<file path="src/rtl/bcd_pkg.sv">
// Shared BCD definitions for the decade counter slice.
//   BCD_MAX / BCD_MIN : decade end values
//   bcd_sanitize()    : maps a non-decimal nibble to 0
//   bcd_is_valid()    : 1 when a nibble is a legal decimal digit
package bcd_pkg;

  localparam logic [3:0] BCD_MAX = 4'd9;
  localparam logic [3:0] BCD_MIN = 4'd0;

  function automatic logic bcd_is_valid(input logic [3:0] nibble);
    return (nibble <= BCD_MAX);
  endfunction

  function automatic logic [3:0] bcd_sanitize(input logic [3:0] nibble);
    return bcd_is_valid(nibble) ? nibble : BCD_MIN;
  endfunction

endpackage

</file>
<file path="src/rtl/bcd_counter_n_if.sv">
// Control/data bundle of one bcd_counter_n instance.
//   E, L, Up : count enable, parallel load, direction (master -> counter)
//   R        : load value, one BCD nibble per digit (master -> counter)
//   Q        : current count (counter -> master)
//   Cout     : terminal count, combinational (counter -> master)
//   LoadErr  : one-cycle flag after a load holding a non-BCD nibble
interface bcd_counter_n_if #(
  parameter int unsigned DIGITS = 4
);
  logic                  E;
  logic                  L;
  logic                  Up;
  logic [4*DIGITS-1:0]   R;
  logic [4*DIGITS-1:0]   Q;
  logic                  Cout;
  logic                  LoadErr;

  modport master (
    output E, L, Up, R,
    input  Q, Cout, LoadErr
  );

  modport slave (
    input  E, L, Up, R,
    output Q, Cout, LoadErr
  );
endinterface

</file>
<file path="src/rtl/bcd_digit.sv">
// One BCD decade.
//   Clock, Clear : rising-edge clock, asynchronous active-low reset
//   L, D         : synchronous load of D (already sanitised by the caller)
//   Inc, Dec     : step up/down; 9 -> 0 on Inc, 0 -> 9 on Dec
//   Q            : digit value
//   AtMax, AtMin : Q == 9 / Q == 0, used for the ripple enables
module bcd_digit
  import bcd_pkg::*;
(
  input  logic       Clock,
  input  logic       Clear,
  input  logic       L,
  input  logic [3:0] D,
  input  logic       Inc,
  input  logic       Dec,
  output logic [3:0] Q,
  output logic       AtMax,
  output logic       AtMin
);

  logic [3:0] r_q;

  always_ff @(posedge Clock or negedge Clear) begin
    if (!Clear) begin
      r_q <= '0;
    end else if (L) begin
      r_q <= D;
    end else if (Inc) begin
      r_q <= (r_q == BCD_MAX) ? BCD_MIN : r_q + 4'd1;
    end else if (Dec) begin
      r_q <= (r_q == BCD_MIN) ? BCD_MAX : r_q - 4'd1;
    end
  end

  assign Q     = r_q;
  assign AtMax = (r_q == BCD_MAX);
  assign AtMin = (r_q == BCD_MIN);

  a_inc_dec_excl : assert property (@(posedge Clock) disable iff (!Clear) !(Inc && Dec));
  a_digit_legal  : assert property (@(posedge Clock) disable iff (!Clear) bcd_is_valid(r_q));

endmodule

</file>
<file path="src/rtl/bcd_counter_n.sv">
// N-digit BCD up/down counter with parallel load, wrap or saturate at the
// ends, and a combinational terminal count for cascading.
//   Clock : rising-edge clock
//   Clear : asynchronous active-low reset (Q = 0, LoadErr = 0)
//   bus   : E, L, Up, R in; Q, Cout, LoadErr out (see bcd_counter_n_if)
// Parameters: DIGITS (1..8) decades, WRAP = 1 wraps, 0 saturates.
module bcd_counter_n
  import bcd_pkg::*;
#(
  parameter int unsigned DIGITS = 4,
  parameter int unsigned WRAP   = 1
) (
  input  logic              Clock,
  input  logic              Clear,
  bcd_counter_n_if.slave    bus
);

  localparam int unsigned W   = 4 * DIGITS;
  localparam bit          SAT = (WRAP == 0);

  logic [DIGITS-1:0] w_at_max;
  logic [DIGITS-1:0] w_at_min;
  logic [DIGITS-1:0] w_inc;
  logic [DIGITS-1:0] w_dec;
  logic [DIGITS-1:0] w_nib_bad;
  logic [W-1:0]      w_load_val;
  logic [W-1:0]      w_q;
  logic              w_all_max;
  logic              w_all_min;
  logic              w_count;
  logic              w_hold_up;
  logic              w_hold_dn;
  logic              r_load_err;

  assign w_all_max = &w_at_max;
  assign w_all_min = &w_at_min;
  assign w_count   = bus.E & ~bus.L;
  // In saturate mode the end value is sticky: suppress every digit step.
  assign w_hold_up = SAT & w_all_max;
  assign w_hold_dn = SAT & w_all_min;

  always_comb begin
    w_load_val = '0;
    w_nib_bad  = '0;
    for (int unsigned i = 0; i < DIGITS; i++) begin
      w_load_val[4*i +: 4] = bcd_sanitize(bus.R[4*i +: 4]);
      w_nib_bad[i]         = ~bcd_is_valid(bus.R[4*i +: 4]);
    end
  end

  // Ripple enables: a digit steps only when every lower digit sits at the
  // rollover value for the current direction.
  always_comb begin
    logic run_max;
    logic run_min;
    w_inc   = '0;
    w_dec   = '0;
    run_max = 1'b1;
    run_min = 1'b1;
    for (int unsigned i = 0; i < DIGITS; i++) begin
      w_inc[i] = w_count &  bus.Up & run_max & ~w_hold_up;
      w_dec[i] = w_count & ~bus.Up & run_min & ~w_hold_dn;
      run_max  = run_max & w_at_max[i];
      run_min  = run_min & w_at_min[i];
    end
  end

  for (genvar g = 0; g < DIGITS; g++) begin : g_digit
    bcd_digit u_digit (
      .Clock (Clock),
      .Clear (Clear),
      .L     (bus.L),
      .D     (w_load_val[4*g +: 4]),
      .Inc   (w_inc[g]),
      .Dec   (w_dec[g]),
      .Q     (w_q[4*g +: 4]),
      .AtMax (w_at_max[g]),
      .AtMin (w_at_min[g])
    );
  end

  always_ff @(posedge Clock or negedge Clear) begin
    if (!Clear) begin
      r_load_err <= 1'b0;
    end else begin
      r_load_err <= bus.L & (|w_nib_bad);
    end
  end

  assign bus.Q       = w_q;
  assign bus.Cout    = w_count & (bus.Up ? w_all_max : w_all_min);
  assign bus.LoadErr = r_load_err;

endmodule

</file>
<file path="src/flat_wrapper.sv">
// flat-port wrapper written by rule: the top's interface ports become plain ports
module bcd_counter_n_flat import bcd_pkg::*;
#(
  parameter int unsigned DIGITS = 4,
  parameter int unsigned WRAP   = 1
)
  (Clock, Clear, bus_E, bus_L, bus_Up, bus_R, bus_Q, bus_Cout, bus_LoadErr);
  bcd_counter_n_if #(.DIGITS(DIGITS)) bus_i ();
  input  logic Clock;
  input  logic Clear;
  input wire logic [$bits(bus_i.E)-1:0] bus_E;
  input wire logic [$bits(bus_i.L)-1:0] bus_L;
  input wire logic [$bits(bus_i.Up)-1:0] bus_Up;
  input wire logic [$bits(bus_i.R)-1:0] bus_R;
  output wire logic [$bits(bus_i.Q)-1:0] bus_Q;
  output wire logic [$bits(bus_i.Cout)-1:0] bus_Cout;
  output wire logic [$bits(bus_i.LoadErr)-1:0] bus_LoadErr;
  assign bus_i.E = bus_E;
  assign bus_i.L = bus_L;
  assign bus_i.Up = bus_Up;
  assign bus_i.R = bus_R;
  assign bus_Q = bus_i.Q;
  assign bus_Cout = bus_i.Cout;
  assign bus_LoadErr = bus_i.LoadErr;
  bcd_counter_n #(.DIGITS(DIGITS), .WRAP(WRAP)) u_core (.Clock(Clock), .Clear(Clear), .bus(bus_i));
endmodule
</file>
<file path="config.mk">
export PLATFORM = sky130hd
export DESIGN_NAME = bcd_counter_n_flat
export DESIGN_NICKNAME = d
export VERILOG_FILES = /design/src/rtl/bcd_pkg.sv /design/src/rtl/bcd_counter_n_if.sv /design/src/rtl/bcd_digit.sv /design/src/rtl/bcd_counter_n.sv /design/src/flat_wrapper.sv
export SDC_FILE = /design/constraint.sdc
export NUM_CORES = 1
export LEC_CHECK = 0
export CAP_MARGIN = 20
export CORE_MARGIN = 3
export CORE_UTILIZATION = 54
export DETAILED_ROUTE_END_ITERATION = 7
export GPL_ROUTABILITY_DRIVEN = 1
export PLACE_DENSITY = 0.87
export SYNTH_ARGS = -nofsm -noshare
export SYNTH_HDL_FRONTEND = slang
export SYNTH_SLANG_ARGS = --single-unit
</file>
<file path="constraint.sdc">
create_clock -name Clock -period 5.35 [get_ports Clock]
set_clock_uncertainty 0.2 [all_clocks]
set_input_delay 0.535 -clock Clock [delete_from_list [all_inputs] [get_ports Clock]]
set_output_delay 0.535 -clock Clock [all_outputs]
set_load 0.02 [all_outputs]
</file>
-- Word-level counts from Yosys, hierarchy flattened
Cells that the tools add are included.
- bits in registers: 17
- input bits: 21
- output and inout port bits: 18
- logic and storage cells: 78
- add/sub/neg operators: 8
- magnitude comparators: 4
- equal/unequal tests: 4
- multiplexer cells: 25
- bitwise operators: 21
- reduce and logical (&&, ||, !) cells: 11
- operators with widths (operator ; number):
    $mux W4 ; 24
    $add A4 B1 Y4 const B ; 4
    $eq A4 B4 Y1 const B ; 4
    $le A4 B4 Y1 const B ; 4
    $logic_not A4 Y1 ; 4
    $sub A4 B1 Y4 const B ; 4
    $and A1 B1 Y1 ; 15
    $reduce_bool A3 Y1 ; 4
    $reduce_and A4 Y1 ; 2
    $not A1 Y1 ; 6
    $reduce_or A4 Y1 ; 1
    $mux W1 ; 1

-- Longest topological paths before layout
- word-level depth: 7
- depth in mapped cells: 8
- depth with buffers taken out: 5

-- Modules after synthesis
From an unflattened synthesis, not the netlist that was laid out.
- cells, all modules: 204
- area total of the unflattened synthesis: 1579.0 um^2
- by module, submodules not included (module ; instances ; cells an instance ; area each (um^2) ; sequential area each (um^2)):
    bcd_digit ; 4 ; 43 ; 334.1 ; 100.1
    bcd_counter_n ; 1 ; 32 ; 242.7 ; 25.0

-- Least setup slack after synthesis
OpenSTA, ideal clock, no wires.
- path kind: input to output
- start: input port bus_L
- end: output port bus_Cout
- data arrival time: 1852 ps
- data required time: 4615 ps
- path slack: 2763 ps
- stages: 7
- buffers on the path: 3
- cell sequence: buf_4 -> and3b_1 -> buf_4 -> and4_1 -> buf_2 -> a31oi_1 -> nor3_1
- longest elaborated chain between the ends: 3
- ends and longest elaborated chain (element ; RTL line ; text):
    start: declaration ; flat_wrapper.sv:12 ; input wire logic [$bits(bus_i.L)-1:0] bus_L;
    $not A1 Y1 ; bcd_counter_n.sv:37 ; assign w_count = bus.E & ~bus.L;
    $and A1 B1 Y1 ; bcd_counter_n.sv:37 ;
    $and A1 B1 Y1 ; bcd_counter_n.sv:91 ; assign bus.Cout = w_count & (bus.Up ? w_all_max : w_all_min);
    end: declaration ; flat_wrapper.sv:16 ; output wire logic [$bits(bus_i.Cout)-1:0] bus_Cout;
No other way between the ends.

-- Worst setup path in the final report
- start: input port bus_E
- end: output port bus_Cout
- longest elaborated chain between the ends: 2
- ends and longest elaborated chain (element ; RTL line ; text):
    start: declaration ; flat_wrapper.sv:11 ; input wire logic [$bits(bus_i.E)-1:0] bus_E;
    $and A1 B1 Y1 ; bcd_counter_n.sv:37 ;
    $and A1 B1 Y1 ; bcd_counter_n.sv:91 ;
No other way between the ends.

==> metrics.md <==
| Metric | Value |
|---|---|
| Max IR drop VDD | 0.1227 mV |
| Clock Path Buffers | 2 |
| Post-route setup TNS | 0 ns |
| DR WL met3 | 250 µm |
| Largest net degree at the start of global routing | 28 |
| Crit end category | output port |
| Unrepaired setup endpoints after global routing | no |
| Worst slew pin tran | 0.7940 ns |
| CTS tree | done |
| Final setup vio count | 0 |
| Pwr per Cell Area | around 200 nW/µm² |
| DR WL/cell | ~14 µm |
| Critical path class | input port to output port |
| CP Launch Type | input port |
| CTS H-tree lvls | 1 |
| Crit path DAT | 2.86 ns |
| Via count | around 1700 |
| Hold Path Class | input port to async pin |
| Wire length on met2 | about 1900 µm |
| Switching Share | between 30% and 40% |
| Final Net Count | approximately 260 |
| Die Y | 62.14 µm |
| Internal power | approximately 250 µW |
| DRT Wirelength | around 4000 µm |
| Seq cells post-synth | 17 |
| Detailed Route Iter0 Violations | between 90 and 100 |
| ANT nets after route | 0 |
| Commonest non-fill, non-tap cell in the layout | clkdlybuf4s50_1 |
| Gate power share | a little under two fifths |
| Final core utilization | a little under three quarters |
| Vias per cell | 6.135 |
| Highest Signal Layer | met4 |
| Die X | just over 60 µm |
| Row count | 19 |
| Switching pwr | ~170 µW |
| Register area share after synthesis | 25.00% |
| Global Route Usage Sum | about a fifth |
| Final period utilization | between 60% and 70% |
| Num CTS Buffers | 3 |
| Drt drc | 0 |
| CTS Sinks | 17 |
| Power share of the clock group | 17.5% |
| Max Slew Vio Count | 0 |
| Outcome | complete, no violations |
| # port buffers | 38 |
| Initial antenna violation count | 0 |
| Initial Utilization | around three fifths |
| Most frequent cells in the layout | clkdlybuf4s50_1, o21ai_0, nor2_1, dfrtp_1, nand2_1 |
| Clk pin slew, worst setup/hold paths | about 0.11 ns |
| Sequential share of power | between 40% and 50% |
| Avg Inst Size Synth | ~8 µm² |
| Root buffer cell | clkbuf_4 |
| CTS Hold Buffers Added | 0 |
| Routability cong. | 0.9110 |
| Final min period | 3.599 ns |
| Filler cells | 236 |
| Share of cells above drive strength 1 | just under 6% |
| Diodes inserted | 0 |
| Req. time, crit path | around 4.6 ns |
| Static Leak | 0.0007614 µW |
| Reg2Reg Depth | 5 |
| Final hold vios | 0 |
| Syn_nets | between 200 and 250 |
| Die Area | a little under 4000 µm² |
| FFs w/ async S/R, synth | 100.0% |
| Post-synth EDFFs | 0 |
| Peak fanout along the critical path | 9 |
| Primary FF master, synth | dfrtp_1 |
| Fmax | approximately 280 MHz |
| M1 WL | 1934 µm |
| Remaining global-route overflow | 0 |
| Area grow syn2layout | 19.85% |
| Post-CTS Resized | 0 |
| Unique masters post-synth | 55 |
| Pre-Repair DR Iteration Count | 4 |
| Rel. slew slack | 46.90% |
| Cells after synthesis | between 200 and 250 |
| Post-CTS Setup Bufs | 0 |
| Ports | 39 |
| Clk Latency, worst-skew pair | approximately 0.30 ns |
| Vias in the first global route | around 1500 |
| MaxCap Viol Count | 0 |
| Core area | ~2900 µm² |
| First-pass GRT wire length | around 6800 µm |
| Post-synthesis cell area | roughly 1700 µm² |
| Post-DP HPWL | 2946 µm |
| Synthesis Warnings | 0 |
==> through the flow <==
step / setup slack (ns) / power [µW] / cells / hold slack (ns) / cell area (µm²)
after detailed placement: 1.801 / 346.0 / 277 / 0.5196 / 2013
after global placement: 1.840 / 343.5 / 277 / 0.5112 / 2013
after floorplan: 2.763 / 291.2 / 218 / 0.03941 / 1702
after CTS: 1.758 / 418.1 / 281 / 0.5237 / 2039
after global routing: 1.593 / 442.3 / 281 / 0.5486 / 2039
final: 1.751 / 418.2 / 281 / 0.4835 / 2039
==> power groups by stage <==
| stage | Sequential [µW] | Clock (µW) | Combinational, µW |
|---|---|---|---|
| after detailed placement | 190 | 0 | 156 |
| final | 189 | 73.1 | 157 |
| after global placement | 189 | 0 | 154 |
| after floorplan | 175 | 0 | 116 |
| after global routing | 194 | 77.7 | 171 |
| after CTS | 187 | 74.0 | 157 |
==> area by class of cell <==
type                    instances  area [µm²]  share of cell area, %
repair buffers                 39       387.9                  19.02
flip-flops and latches         17       425.4                  20.86
inverters                      13       48.80                  2.393
clock buffers                   4       26.28                  1.288
well taps                      42       52.55                  2.577
multi-input cells             166        1099                  53.86
==> synth_stat cells (all sizes together) (5+ instances only) <==
cell / n / area share [%]
nor3: 6 / 1.8
a31oi: 9 / 3.3
nand3: 12 / 3.5
xnor2: 5 / 2.6
inv: 12 / 2.6
nor2: 18 / 4.0
a21oi: 8 / 2.4
nor2b: 5 / 1.8
buf: 14 / 5.8
dfrtp: 17 / 25
nand2: 13 / 2.9
o21ai: 25 / 7.4
clkbuf: 8 / 1.8
==> metal layers <==
metal,GRT usage (%),vias up
met5,0,-
met4,6.354,0
met3,2.523,5
met2,33.33,59
met1,29.13,806
li1,-,854
==> flip-flops by register name (all words and copies together), names as in the netlist <==
register                  flops
u_core.bus.LoadErr            1
u_core.g_digit.u_digit.Q     16
==> path summary, 6_finish.rpt <==
path | start | end | slack, ns
max in group asynchronous | Clear | u_core.g_digit[3].u_digit.Q[3] | 3.97
worst max-delay path | bus_E | bus_Cout | 1.75
min in group Clock | u_core.g_digit[1].u_digit.Q[3] | u_core.g_digit[1].u_digit.Q[3] | 0.54
worst max register to register | u_core.g_digit[0].u_digit.Q[0] | u_core.g_digit[1].u_digit.Q[3] | 3.21
worst min-delay path | Clear | u_core.g_digit[0].u_digit.Q[2] | 0.48
worst min register to register | u_core.g_digit[1].u_digit.Q[3] | u_core.g_digit[1].u_digit.Q[3] | 0.54
==> cells by family after synthesis <==
group | after synthesis | synth area share [%]
AO/OA/AOI/OAI | 71 | 26.99
XOR/XNOR | 8 | 4.118
buffers and inverters | 35 | 10.44
flip-flops | 17 | 25.00
multiplexers | 5 | 3.015
AND/OR/NAND/NOR | 82 | 30.44
==> critical path, cell delays in order <==
cell and delay, ns:
clkdlybuf4s50_1 0.66, nor4b_4 0.37, nand4_2 0.24, nor3_1 0.20
a31oi_1 0.06, nor3_1 0.16, clkdlybuf4s50_1 0.63
(Power assumes the default switching activity.)
